$ cat src/rtl/arb_pkg.sv
// Shared encodings for the round-robin arbiter: FSM states and policy select values.
package arb_pkg;

  typedef enum logic [1:0] {
    IDLE = 2'b00,
    BUSY = 2'b01,
    TURN = 2'b10
  } state_e;

  localparam logic MODE_FIXED = 1'b0;
  localparam logic MODE_RR    = 1'b1;

endpackage

$ cat src/rtl/rr_pick.sv
// Combinational winner search: lowest set index (fixed) or first set index at/after
// `start`, wrapping modulo N (round robin).
module rr_pick
  import arb_pkg::*;
#(
  parameter int N     = 4,
  parameter int IDX_W = 2
) (
  input  logic [N-1:0]     req,
  input  logic [IDX_W-1:0] start,
  input  logic             mode,
  output logic [N-1:0]     onehot,
  output logic [IDX_W-1:0] idx,
  output logic             any
);

  int cand;

  // NOTE: every output gets a default before the search loop, so no path leaves a
  // value unassigned and no latch is inferred.
  always_comb begin
    onehot = '0;
    idx    = '0;
    any    = 1'b0;
    cand   = 0;
    for (int k = 0; k < N; k++) begin
      if (mode == MODE_FIXED) begin
        cand = k;
      end else begin
        cand = int'(start) + k;
        if (cand >= N) cand = cand - N;
      end
      if (!any && req[IDX_W'(cand)]) begin
        any = 1'b1;
        idx = IDX_W'(cand);
      end
    end
    if (any) onehot[idx] = 1'b1;
  end

endmodule

$ cat src/rtl/round_robin_arbiter.sv
// N-way arbiter with grant hold, hold-limit timeout and a one-cycle turnaround
// between owners; fixed-priority or round-robin policy chosen at each arbitration.
module round_robin_arbiter
  import arb_pkg::*;
#(
  parameter int N        = 4,
  parameter int IDX_W    = 2,
  parameter int HOLD_MAX = 8
) (
  input  logic             clk,
  input  logic             rst_n,
  input  logic [N-1:0]     req,
  input  logic             release_in,  // "release" is a reserved word in SystemVerilog
  input  logic             mode,
  output logic [N-1:0]     gnt,
  output logic [IDX_W-1:0] gnt_idx,
  output logic             gnt_valid,
  output logic             timeout
);

  localparam int HOLD_W = (HOLD_MAX < 2) ? 1 : $clog2(HOLD_MAX + 1);
  localparam logic [HOLD_W-1:0] HOLD_LIM = HOLD_W'(HOLD_MAX);

  state_e            state_q, state_d;
  logic [N-1:0]      gnt_q, gnt_d;
  logic [IDX_W-1:0]  gnt_idx_q, gnt_idx_d;
  logic              gnt_valid_q, gnt_valid_d;
  logic              timeout_q, timeout_d;
  logic [HOLD_W-1:0] hold_q, hold_d;
  logic [IDX_W-1:0]  ptr_q, ptr_d;

  logic [IDX_W-1:0]  start;
  logic [N-1:0]      pick_onehot;
  logic [IDX_W-1:0]  pick_idx;
  logic              pick_any;
  logic              voluntary;
  logic              expired;

  // Round-robin search begins just past the last winner.
  assign start = (ptr_q == IDX_W'(N - 1)) ? '0 : ptr_q + 1'b1;

  rr_pick #(
    .N     (N),
    .IDX_W (IDX_W)
  ) u_pick (
    .req    (req),
    .start  (start),
    .mode   (mode),
    .onehot (pick_onehot),
    .idx    (pick_idx),
    .any    (pick_any)
  );

  assign voluntary = release_in | ~req[gnt_idx_q];
  assign expired   = (HOLD_MAX != 0) && (hold_q == HOLD_LIM);

  always_comb begin
    state_d     = state_q;
    gnt_d       = gnt_q;
    gnt_idx_d   = gnt_idx_q;
    gnt_valid_d = gnt_valid_q;
    timeout_d   = 1'b0;
    hold_d      = hold_q;
    ptr_d       = ptr_q;
    case (state_q)
      BUSY: begin
        if (voluntary || expired) begin
          state_d     = TURN;
          gnt_d       = '0;
          gnt_idx_d   = '0;
          gnt_valid_d = 1'b0;
          hold_d      = '0;
          // A voluntary exit on the expiry cycle is not reported as a timeout.
          timeout_d   = ~voluntary;
        end else if ((HOLD_MAX != 0) && (hold_q != HOLD_LIM)) begin
          hold_d = hold_q + 1'b1;
        end
      end
      default: begin
        // IDLE and TURN both arbitrate on the sampled request vector.
        gnt_d       = pick_onehot;
        gnt_idx_d   = pick_idx;
        gnt_valid_d = pick_any;
        if (pick_any) begin
          state_d = BUSY;
          ptr_d   = pick_idx;
          hold_d  = HOLD_W'(1);
        end else begin
          state_d = IDLE;
          hold_d  = '0;
        end
      end
    endcase
  end

  // NOTE: state registers use non-blocking assignments so every flop samples the
  // pre-edge values; blocking here would create order-dependent simulation races.
  always_ff @(posedge clk or negedge rst_n) begin
    if (!rst_n) begin
      state_q     <= IDLE;
      gnt_q       <= '0;
      gnt_idx_q   <= '0;
      gnt_valid_q <= 1'b0;
      timeout_q   <= 1'b0;
      hold_q      <= '0;
      ptr_q       <= IDX_W'(N - 1);
    end else begin
      state_q     <= state_d;
      gnt_q       <= gnt_d;
      gnt_idx_q   <= gnt_idx_d;
      gnt_valid_q <= gnt_valid_d;
      timeout_q   <= timeout_d;
      hold_q      <= hold_d;
      ptr_q       <= ptr_d;
    end
  end

  assign gnt       = gnt_q;
  assign gnt_idx   = gnt_idx_q;
  assign gnt_valid = gnt_valid_q;
  assign timeout   = timeout_q;

endmodule

$ cat config.mk
export PLATFORM = sky130hd
export DESIGN_NAME = round_robin_arbiter
export DESIGN_NICKNAME = d
export VERILOG_FILES = /design/src/rtl/arb_pkg.sv /design/src/rtl/rr_pick.sv /design/src/rtl/round_robin_arbiter.sv
export SDC_FILE = /design/constraint.sdc
export NUM_CORES = 1
export LEC_CHECK = 0
export CORE_MARGIN = 2
export CORE_UTILIZATION = 54
export DETAILED_ROUTE_END_ITERATION = 10
export GPL_ROUTABILITY_DRIVEN = 0
export PLACE_DENSITY = 0.78
export SYNTH_ARGS = -nofsm -noshare
export SYNTH_HDL_FRONTEND = slang
export SYNTH_HIERARCHICAL = 1
export SYNTH_SLANG_ARGS = --single-unit
$ cat constraint.sdc
create_clock -name clk -period 2.35 [get_ports clk]
set_input_delay 0.47 -clock clk [delete_from_list [all_inputs] [get_ports clk]]
set_output_delay 0.47 -clock clk [all_outputs]
set_load 0.01 [all_outputs]
==> results of run 1 <==
## per-layer routing
layer / vias to the layer above / part of all wire / global-route usage
li1: 492 / - / -
met1: 458 / 0.44 / 0.266
met5: - / 0 / 0
met4: 0 / 0.029 / 0.123
met2: 16 / 0.51 / 0.397
met3: 8 / 0.018 / 0.0146
## synthesized netlist by cell type (3+ instances only)
cell type / number
a21oi_1: 3
buf_2: 3
buf_6: 5
dfrtp_1: 13
ha_1: 3
inv_1: 13
mux2_2: 3
nand2_1: 13
nand4b_1: 3
nor2_1: 5
nor3_2: 3
o31ai_2: 5
## logic make-up (layout without fill, tap and decap cells)
logic type                 count (synthesis)  after routing  share of synthesized area
adders and majority gates                  3              3                     0.0309
muxes                                      4              4                     0.0464
and+or+nand+nor                           40             40                      0.210
DFF                                       15             15                      0.311
buffers and inverters                     23             50                      0.111
AOI/OAI and AO/OA                         33             33                      0.275
xor gates and xnor gates                   2              2                     0.0144
## registers in the layout, summed over array words and instances (netlist names)
name and count:
state_q 2, gnt 4, ptr_q 2, gnt_idx 2, timeout 1, hold_q 4
## how the worst min path moves through the flow
stage	from	end	depth (start not counted)	slack [ns]
after floorplan	rst_n	gnt[0]	0	0.17
after global placement	hold_q[0]	hold_q[0]	1	0.51
after detailed placement	hold_q[0]	hold_q[0]	1	0.52
after CTS	hold_q[0]	hold_q[0]	1	0.54
after global routing	gnt[0]	gnt[0]	2	0.56
final	gnt[0]	gnt[0]	2	0.54
## metrics by stage
step / instances / total power [mW] / area (um^2) / setup WS, ns
after floorplan: 120 / 1.31 / 1210 / 0.248
after global placement: 171 / 1.60 / 1460 / -0.0267
after detailed placement: 171 / 1.63 / 1460 / -0.0988
after CTS: 175 / 1.79 / 1490 / 0.0360
after global routing: 175 / 1.97 / 1510 / 0.0121
final: 175 / 1.82 / 1510 / 0.156
## cell type report
cell class	instances	area, um^2	share of cell area
timing repair buffer	33	298	0.197
clock inverter	1	5.00	0.00331
tap	28	35.0	0.0232
clock buffer	3	22.5	0.0149
sequential	15	378	0.250
inverter	13	48.8	0.0323
multi-input combinational	82	724	0.479
## power groups by stage
stage | Combinational (mW) | Clock [mW] | Sequential, mW
6_report | 1.27 | 0.146 | 0.409
5_1_grt | 1.40 | 0.161 | 0.417
2_1_floorplan | 0.893 | 0 | 0.420
3_3_place_gp | 1.19 | 0 | 0.407
3_5_place_dp | 1.22 | 0 | 0.411
4_1_cts | 1.23 | 0.151 | 0.408
## critical path, stage by stage (launching register included)
cell and delay (ns):
dfstp_2 0.55, ha_2 0.16, nor2_1 0.03, buf_4 0.17, nand2b_2 0.21, a41oi_2 0.23, nand4_4 0.15, a21o_1 0.23
a211oi_2 0.22, nand2_1 0.09, o31ai_2 0.07
==> impl_metrics.csv, run 1 <==
group,metric,value,unit
setup_path,worstPathArrival,2.39,ns
setup_path,startpoint,"ptr_q[0]",
synthesis,ys.flop_type,"dfrtp_1",
worst_hold_path,min-delay-path-class,"reg -> reg",
synthesis,syn_nets,131,
clocking,cts_made_buffers,3,
synthesis,netlist_instances,120,
timing,tightest_slew,0.637,ns
clocking,ctsHoldBuffers,0,
routing,viasPerCell,5.57,
layout,antenna_cells,0,
routing,post_drt_wl_per_cell,14.8,um
routing,ant_nets,0,
floorplanning,ios,16,
synthesis,async_reset_ff_frac,1.00,
power_and_ir_drop,clkPwrFrac,0.080,
global_route,grt_pass1_wl,4490,um
synthesis,synth-seq-area-share,0.311,
clocking,clk_latency,0.28,ns
clocking,cts_tree,"built",
setup_path,ff2ff_path_depth,10,
global_route,grt_pass1_vias,1038,
setup_path,startpoint_type,"flip-flop",
synthesis,yosysTopAreaCell,"dfrtp_1",
clocking,clk_pin_slew,0.09,ns
routing,via_count,974,
timing,fmax,456,MHz
layout,fillers,182,
timing,fin_crit_sh,0.934,
timing,skew,0.00294,ns
timing,finalSetupViolCount,0,
floorplanning,fp.dieW,51.4,um
power_and_ir_drop,p_comb_frac,0.696,
power_and_ir_drop,ir_worst_vdd,831,uV
setup_path,worstReg2RegEnd,"gnt[3]",
global_route,grt-ovfl-total,0,
clocking,cts_resized,0,
job,cap_violations,0,
power_and_ir_drop,p_seq_frac,0.224,
routing,routed_wl,2590,um
timing,rsz0062_at_grt,"no",
setup_path,end_kind,"flip-flop",
power_and_ir_drop,swShare,0.448,
routing,drt_iter0_markers,23,
synthesis,syn_area_per_cell,10.1,um^2
outcome,status,"finished, final reports clean",
synthesis,synth_edf_count,0,
power_and_ir_drop,power.switching,0.817,mW
synthesis,ys_types,49,
global_route,antenna_found_initial,0,
layout,syn_to_final_growth,24.5,%
setup_path,r2r-start,"ptr_q[0]",
placed_design,place_hpwl,1980,um
floorplanning,coreArea,2170,um^2
clocking,h-tree-depth,1,
clocking,clockBufferDepth,2,
layout,final_common_cell,"buf_4",
synthesis,netlist_area,1210,um^2
layout,mostFrequentLayoutCells,"17 x buf_4, 15 x clkdlybuf4s50_1, 13 x inv_1, 13 x dfrtp_1, 12 x nand2_1",
layout,drive_gt1_frac,0.367,
timing,hold_slack,0.539,ns
clocking,cts.sinks,15,
placed_design,portBuffers,15,
floorplanning,dieArea,2640,um^2
power_and_ir_drop,cell_internal_pwr,1.01,mW
setup_path,criticalPathCategory,"reg -> reg",
global_route,grt_max_degree,17,
routing,drc,0,
power_and_ir_drop,p_per_area,1210,nW/um^2
timing,relSlewSlack,0.574,
routing,drt_first_pass_iters,4,
timing,hold_violations,0,
clocking,cts-root-buf,"clkbuf_4",
synthesis,synthDominantCellAreaShare,0.268,
timing,fin_crit,2.19,ns
setup_path,worstPathRequired,2.54,ns
setup_path,cp-endpoint,"gnt[3]",
timing,final_max_slew_viol_count,0,
setup_path,r2r_slack,0.16,ns
synthesis,ys_top_cells_by_area,"dfrtp_1 27%, o31ai_2 5.2%, buf_6 4.6%, dfstp_2 4.3%, inv_1 4.0%",
layout,postLayoutCoreUtil,0.697,
setup_path,cp_max_fo,16,
global_route,grt_use_total,0.224,
floorplanning,rows,17,
floorplanning,die_height,51.4,um
clocking,post_cts.repair.setup_buffers,0,
layout,layout.nets,159,
floorplanning,start_util,0.559,
synthesis,ys_ff_latch,15,
synthesis,yosys_warnings,6,
timing,setup_tns,0,ns
power_and_ir_drop,leakage,0.632,nW
Note: power is estimated with default switching activity, not from simulation.
==> run 2: changes to the inputs <==
--- a/config.mk
+++ b/config.mk
@@ -5,6 +5,7 @@
 export SDC_FILE = /design/constraint.sdc
 export NUM_CORES = 1
 export LEC_CHECK = 0
+export ABC_AREA = 0
 export CORE_MARGIN = 2
 export CORE_UTILIZATION = 54
 export DETAILED_ROUTE_END_ITERATION = 10
==> constraint.sdc (replaced) <==
create_clock -name clk -period 2.35 [get_ports clk]
set_input_delay 0.47 -clock clk [delete_from_list [all_inputs] [get_ports clk]]
set_output_delay 0.47 -clock clk [all_outputs]
set_load 0.1 [all_outputs]
==> run 2 against run 1 <==
Die area did not move. Non-clock buffer count did not move. Total power increased by 15%. Largest cell class unchanged. Highest routed layer unchanged.
==> impl_metrics.csv, run 2 (same netlist as run 1, synthesis figures left out) <==
group,metric,value,unit
routing,routed_wl,2500,um
floorplanning,fp.dieW,51.4,um
worst_hold_path,min-delay-path-class,"reg -> reg",
outcome,status,"finished, final reports clean",
setup_path,worstPathArrival,2.40,ns
global_route,grt_max_degree,17,
clocking,cts.sinks,15,
timing,fin_crit_sh,0.936,
floorplanning,coreArea,2170,um^2
power_and_ir_drop,p_per_area,1400,nW/um^2
clocking,ctsHoldBuffers,0,
placed_design,place_hpwl,1840,um
setup_path,worstPathRequired,2.55,ns
floorplanning,ios,16,
global_route,grt_pass1_wl,4210,um
clocking,clk_latency,0.27,ns
layout,layout.nets,159,
floorplanning,rows,17,
clocking,h-tree-depth,1,
setup_path,startpoint_type,"flip-flop",
layout,post_layout_nonfiller_instances,175,
placed_design,portBuffers,15,
clocking,cts_tree,"built",
timing,setup_tns,0,ns
setup_path,criticalPathCategory,"reg -> reg",
layout,antenna_cells,0,
floorplanning,die_height,51.4,um
routing,via_count,980,
clocking,clockBufferDepth,2,
floorplanning,start_util,0.559,
routing,drt_iter0_markers,15,
setup_path,cp_max_fo,16,
global_route,antenna_found_initial,0,
placed_design,dp.cells,170,
routing,viasPerCell,5.60,
power_and_ir_drop,ir_worst_vdd,929,uV
timing,fin_crit,2.20,ns
layout,syn_to_final_growth,24.0,%
timing,fmax,455,MHz
layout,final_common_cell,"buf_4",
global_route,grt_pass1_vias,958,
setup_path,end_kind,"flip-flop",
timing,relSlewSlack,0.565,
clocking,cts-root-buf,"clkbuf_4",
routing,post_drt_wl_per_cell,14.3,um
routing,ant_nets,0,
global_route,grt-ovfl-total,0,
routing,drt_first_pass_iters,4,
routing,drc,0,
timing,finalSetupViolCount,0,
timing,skew,0.00218,ns
layout,mostFrequentLayoutCells,"25 x buf_4, 13 x inv_1, 13 x dfrtp_1, 12 x nand2_1, 7 x clkdlybuf4s50_1",
timing,final_max_slew_viol_count,0,
timing,tightest_slew,0.650,ns
timing,hold_violations,0,
global_route,grt_use_total,0.207,
clocking,clk_pin_slew,0.08,ns
floorplanning,dieArea,2640,um^2
power_and_ir_drop,leakage,0.644,nW
clocking,cts_made_buffers,3,
layout,drive_gt1_frac,0.422,
job,cap_violations,0,
[run 2: layer usage]
layer | GRT usage | vias up | part of all wire
li1 | - | 490 | -
met1 | 0.257 | 475 | 0.44
met2 | 0.380 | 13 | 0.54
met3 | 0.0175 | 2 | 0.016
met4 | 0.0526 | 0 | 0.0020
met5 | 0 | - | 0
[run 2: final timing paths]
kind,endpoint,cells after the start,start,slack (ns)
max in group asynchronous,hold_q[0],1,rst_n,1.35
hold reg to reg,hold_q[0],1,hold_q[0],0.53
setup / recovery,gnt[2],10,ptr_q[0],0.15
min in group asynchronous,state_q[0],1,rst_n,0.59
hold / removal,hold_q[0],1,hold_q[0],0.53
setup reg to reg,gnt[2],10,ptr_q[0],0.15
[run 2: layout make-up]
class | count | area (um^2)
Timing Repair Buffer | 33 | 278
Multi-Input combinational cell | 82 | 739
Clock buffer | 4 | 26.3
Inverter | 13 | 48.8
Sequential cell | 15 | 378
Fill cell | 176 | 664
Tap cell | 28 | 35.0
[run 2: report_power, final]
part | switching [mW] | internal, mW
Sequential | 0.0537 | 0.353
Clock | 0.0764 | 0.0657
Combinational | 0.985 | 0.571
Total | 1.12 | 0.989
[run 2: timing repair]
action	CTS	global route
endpoints found under the setup margin	0	7
setup buffers	0	1
gates resized for setup	0	9
[run 2: critical path, stage by stage (launching register included)]
cell	delay (ns)
dfstp_2	0.55
ha_2	0.16
nor2_1	0.03
buf_4	0.17
mux2_2	0.28
nand3_1	0.18
nand4_4	0.12
a21o_1	0.22
a211oi_2	0.22
nand2_1	0.11
o31ai_4	0.06
[run 2: per-stage QoR]
step           setup slack [ns]  utilization  area, um^2  hold WS [ns]  power, mW
4_1_cts                  0.0153        0.672        1460         0.535       2.04
5_1_grt                 -0.0136        0.694        1510         0.572       2.25
3_3_place_gp            -0.0265        0.660        1430         0.511       1.85
2_1_floorplan             0.248            -        1210         0.174       1.60
3_5_place_dp            -0.0761        0.660        1430         0.518       1.88
6_report                  0.150        0.694        1510         0.532       2.10
==> edit 1: new RTL, settings of run 1 <==
The output `timeout` loses its register stage (`timeout_q` becomes a continuous assignment).
--- a/src/rtl/round_robin_arbiter.sv
+++ b/src/rtl/round_robin_arbiter.sv
@@ -101,7 +101,6 @@
       gnt_q       <= '0;
       gnt_idx_q   <= '0;
       gnt_valid_q <= 1'b0;
-      timeout_q   <= 1'b0;
       hold_q      <= '0;
       ptr_q       <= IDX_W'(N - 1);
     end else begin
@@ -109,11 +108,12 @@
       gnt_q       <= gnt_d;
       gnt_idx_q   <= gnt_idx_d;
       gnt_valid_q <= gnt_valid_d;
-      timeout_q   <= timeout_d;
       hold_q      <= hold_d;
       ptr_q       <= ptr_d;
     end
   end
+
+  assign timeout_q = timeout_d;
 
   assign gnt       = gnt_q;
   assign gnt_idx   = gnt_idx_q;
Function: changed (Yosys sat finds a counterexample within 4 cycles, from zero or initial values and one cycle with rst_n low).
==> edit 1 against run 1 <==
- total power fell by 1.8%
- first-iteration DRC count rose by 26%
- hold slack improved by 0.011 ns
- area after synthesis fell by 3.8%
- non-clock buffer count rose by 1
- sequential cell count fell by 1
- final area fell by 5.3%
- cell count fell by 1.1%
- wire length fell by 0.46%
- sequential share of layout area fell by 0.35 points
- clock skew rose by 0.0042 ns
- global-route usage fell by 0.11 points
- setup slack got worse by 0.028 ns
==> edit 1: results <==
set metrics [dict create \
    status "finished clean" \
    dp_hpwl_um 1980 \
    track_usage_pct 22.3 \
    met2WireLength_um 1380 \
    drive_gt1_share_pct 34.9 \
    fin_crit_ns 2.22 \
    via_per_inst 5.88 \
    ctsResizeCount 1 \
    grt_pass1_wl_um 4280 \
    reg2reg_slack_ns 0.13 \
    synth_top_cells_by_area "dfrtp_1, o31ai_2, buf_6" \
    leakage_nw 0.590 \
    ys_types 48 \
    grt_max_degree 20 \
    path_max_fanout 8 \
    drt-initial-drc-count 29 \
    grtUsageMet3_pct 1.79 \
    netlist_instances 119 \
    placement.cell_area_um2 1410 \
    grt_pass1_vias 1003 \
    max_slew_margin_pct 58.9 \
    met1_usage_pct 25.7 \
    final_nets 159 \
    cts_buffers 3 \
    syn_nets 130 \
    detailedPlace.worstSlack_ns -0.205 \
    met1_length_um 1120 \
    clk_pin_slew_ns 0.08 \
    ir_drop_uv 880 \
    yosys-top-cells-count "inv_1, nand2_1, dfrtp_1" \
    finalNonFillerCells 173 \
    grt.met2_usage_pct 41.9 \
    hold_path_depth 2 \
    finalClockSkew_ns 0.00712 \
    routed_wl_um 2580 \
]
-- edit 1: area by class of cell --
type | count | area, µm²
clock buffers | 3 | 22.5
flip-flops and latches | 14 | 353
repair buffers | 34 | 292
multi-input cells | 82 | 682
inverters | 13 | 48.8
fillers | 163 | 571
well taps | 27 | 33.8
-- edit 1: cell families after synthesis --
group / count (synthesis) / synth area share, %
muxes: 4 / 4.82
xor gates and xnor gates: 2 / 1.50
and+or+nand+nor: 40 / 20.8
AOI/OAI and AO/OA: 33 / 27.9
adders and majority gates: 3 / 3.22
DFF: 14 / 30.2
buffers and inverters: 23 / 11.6
-- edit 1: how the worst min path moves through the flow --
stage                                     start               endpoint  slack (ns)
after detailed placement     gnt[1]$_DFFE_PN0P_     gnt[1]$_DFFE_PN0P_        0.54
after CTS                    gnt[2]$_DFFE_PN0P_     gnt[2]$_DFFE_PN0P_        0.55
final                        gnt[2]$_DFFE_PN0P_     gnt[2]$_DFFE_PN0P_        0.55
after global placement    hold_q[0]$_DFFE_PN0P_  hold_q[0]$_DFFE_PN0P_        0.53
after floorplan                           rst_n     gnt[0]$_DFFE_PN0P_        0.17
after global routing         gnt[2]$_DFFE_PN0P_     gnt[2]$_DFFE_PN0P_        0.57
-- edit 1: power by group --
part	internal, mW	switching [mW]	total, mW
combinational	0.592	0.675	1.27
sequential	0.336	0.0548	0.390
clock	0.0593	0.0737	0.133
total	0.987	0.804	1.79
-- edit 1: worst max-delay path, cell delays in order, from the launching register on --
cell and delay (ns):
dfstp_2 0.55, ha_1 0.29, buf_4 0.19, inv_1 0.11
nor2_1 0.07, a211oi_1 0.32, a41oi_2 0.11, buf_4 0.19
a211oi_2 0.14, nand2_1 0.09, o31ai_2 0.06
==> edit 2: new RTL, config.mk and constraints of run 1 <==
Made on the original files. `N` is set to 4 in 2 places; all go to 3.
--- a/src/rtl/rr_pick.sv
+++ b/src/rtl/rr_pick.sv
@@ -3,7 +3,7 @@
 module rr_pick
   import arb_pkg::*;
 #(
-  parameter int N     = 4,
+  parameter int N     = 3,
   parameter int IDX_W = 2
 ) (
   input  logic [N-1:0]     req,
--- a/src/rtl/round_robin_arbiter.sv
+++ b/src/rtl/round_robin_arbiter.sv
@@ -3,7 +3,7 @@
 module round_robin_arbiter
   import arb_pkg::*;
 #(
-  parameter int N        = 4,
+  parameter int N        = 3,
   parameter int IDX_W    = 2,
   parameter int HOLD_MAX = 8
 ) (
Interface: changed (resized gnt and req); port bits go from 16 to 14. The function was not compared with the original's and may differ.
==> edit 2 against run 1 <==
- wire length decreased by 21%
- setup slack got worse by 0.036 ns
- total power down 22%
- sequential cell count down 1
- area after synthesis decreased by 26%
- final area shrank 25%
- clock power is 13% higher
- critical path depth decreased by 1
- critical path type unchanged
==> edit 2: results <==
set metrics [dict create \
    reg2reg_from "ptr_q[1]$_DFFE_PN1P_" \
    hold_path_depth 1 \
    leakage_nw 0.492 \
    grt_pass1_vias 838 \
    min_to "ptr_q[0]$_DFFE_PN0P_" \
    track_usage_pct 25.4 \
    worst-slew-pin-transition_ns 0.613 \
    die_w_um 44.9 \
    n_all_inverters 7 \
    postLayoutCellArea_um2 1130 \
    setup_slack_ns 0.120 \
    syn_nets 103 \
    io_buffers 13 \
    synth_top_cells_by_area "dfrtp_1, ha_1, a32o_1" \
    grt_pass1_wl_um 3710 \
    signal_buffers 21 \
    finalClockSkew_ns 0.00564 \
    grt_max_degree 15 \
    yosysSeqAreaShare_pct 38.9 \
    drive_gt1_share_pct 20.2 \
    top_register "hold_q" \
    placement.cell_area_um2 1090 \
    routed_wl_um 2030 \
    whs_ns 0.537 \
    detailedPlace.worstSlack_ns 0.0192 \
    yosys-top-cells-count "dfrtp_1, a21oi_1, inv_1, nand2_1, o21ai_0" \
    clkbuf_count 4 \
    ys_ff_latch 14 \
    finalNonFillerCells 130 \
    via_per_inst 6.19 \
    drt-initial-drc-count 36 \
    status "finished clean" \
    ir_drop_uv 700 \
    clk_share_pct 3.21 \
    avgSynthCellArea_um2 9.82 \
    rr_endpoint "ptr_q[0]$_DFFE_PN0P_" \
    clk_pin_slew_ns 0.07 \
    buf_share_pct 16.8 \
    reg2reg_depth 9 \
    min-delay-start "ptr_q[0]$_DFFE_PN0P_" \
    path_max_fanout 8 \
    nFillCells 119 \
    ys_types 37 \
    dp_hpwl_um 1630 \
]
[edit 2: cell types whose count changed after synthesis, sizes merged, moves of 3 or more]
cell / before / now
o31ai: 7 / 1
nand2: 13 / 7
inv: 13 / 7
buf: 10 / 3
a21oi: 3 / 8
nand4b: 3 / 0
a32o: 0 / 4
[edit 2: cells by family after synthesis]
kind of cell | Yosys count | synth area share (%)
compound gates | 31 | 26.3
xor+xnor | 2 | 1.94
fa+ha+maj | 4 | 5.54
buf+inv | 10 | 5.26
flops | 14 | 38.9
mux | 3 | 3.60
simple gates | 28 | 18.4
[edit 2: how the worst max path moves through the flow]
stage / start / to / slack, ns / cells past startpoint
finish: ptr_q[1]$_DFFE_PN1P_ / ptr_q[0]$_DFFE_PN0P_ / 0.12 / 9
global route: ptr_q[1]$_DFFE_PN1P_ / ptr_q[0]$_DFFE_PN0P_ / 0.01 / 9
CTS: ptr_q[1]$_DFFE_PN1P_ / ptr_q[0]$_DFFE_PN0P_ / 0.06 / 9
detailed placement: mode / ptr_q[0]$_DFFE_PN0P_ / 0.02 / 6
global placement: mode / ptr_q[0]$_DFFE_PN0P_ / 0.12 / 6
floorplan: ptr_q[1]$_DFFE_PN1P_ / ptr_q[0]$_DFFE_PN0P_ / 0.12 / 8
[edit 2: repair_timing]
action                                  in CTS  in global routing
hold buffers                                 0                  0
resized for setup                            0                  1
buffers inserted                             0                  0
endpoints found under the setup margin       0                  2
[edit 2: layer usage]
layer,GRT usage [%],share of wire (%)
met4,4.12,0
met3,6.40,7.5
met1,34.3,44
met5,0,0
met2,42.0,49
[edit 2: report_power, final]
group / internal, mW / switching (mW) / total, mW
registers: 0.325 / 0.0593 / 0.384
clock network: 0.0942 / 0.0705 / 0.165
logic: 0.431 / 0.449 / 0.880
total: 0.850 / 0.579 / 1.43
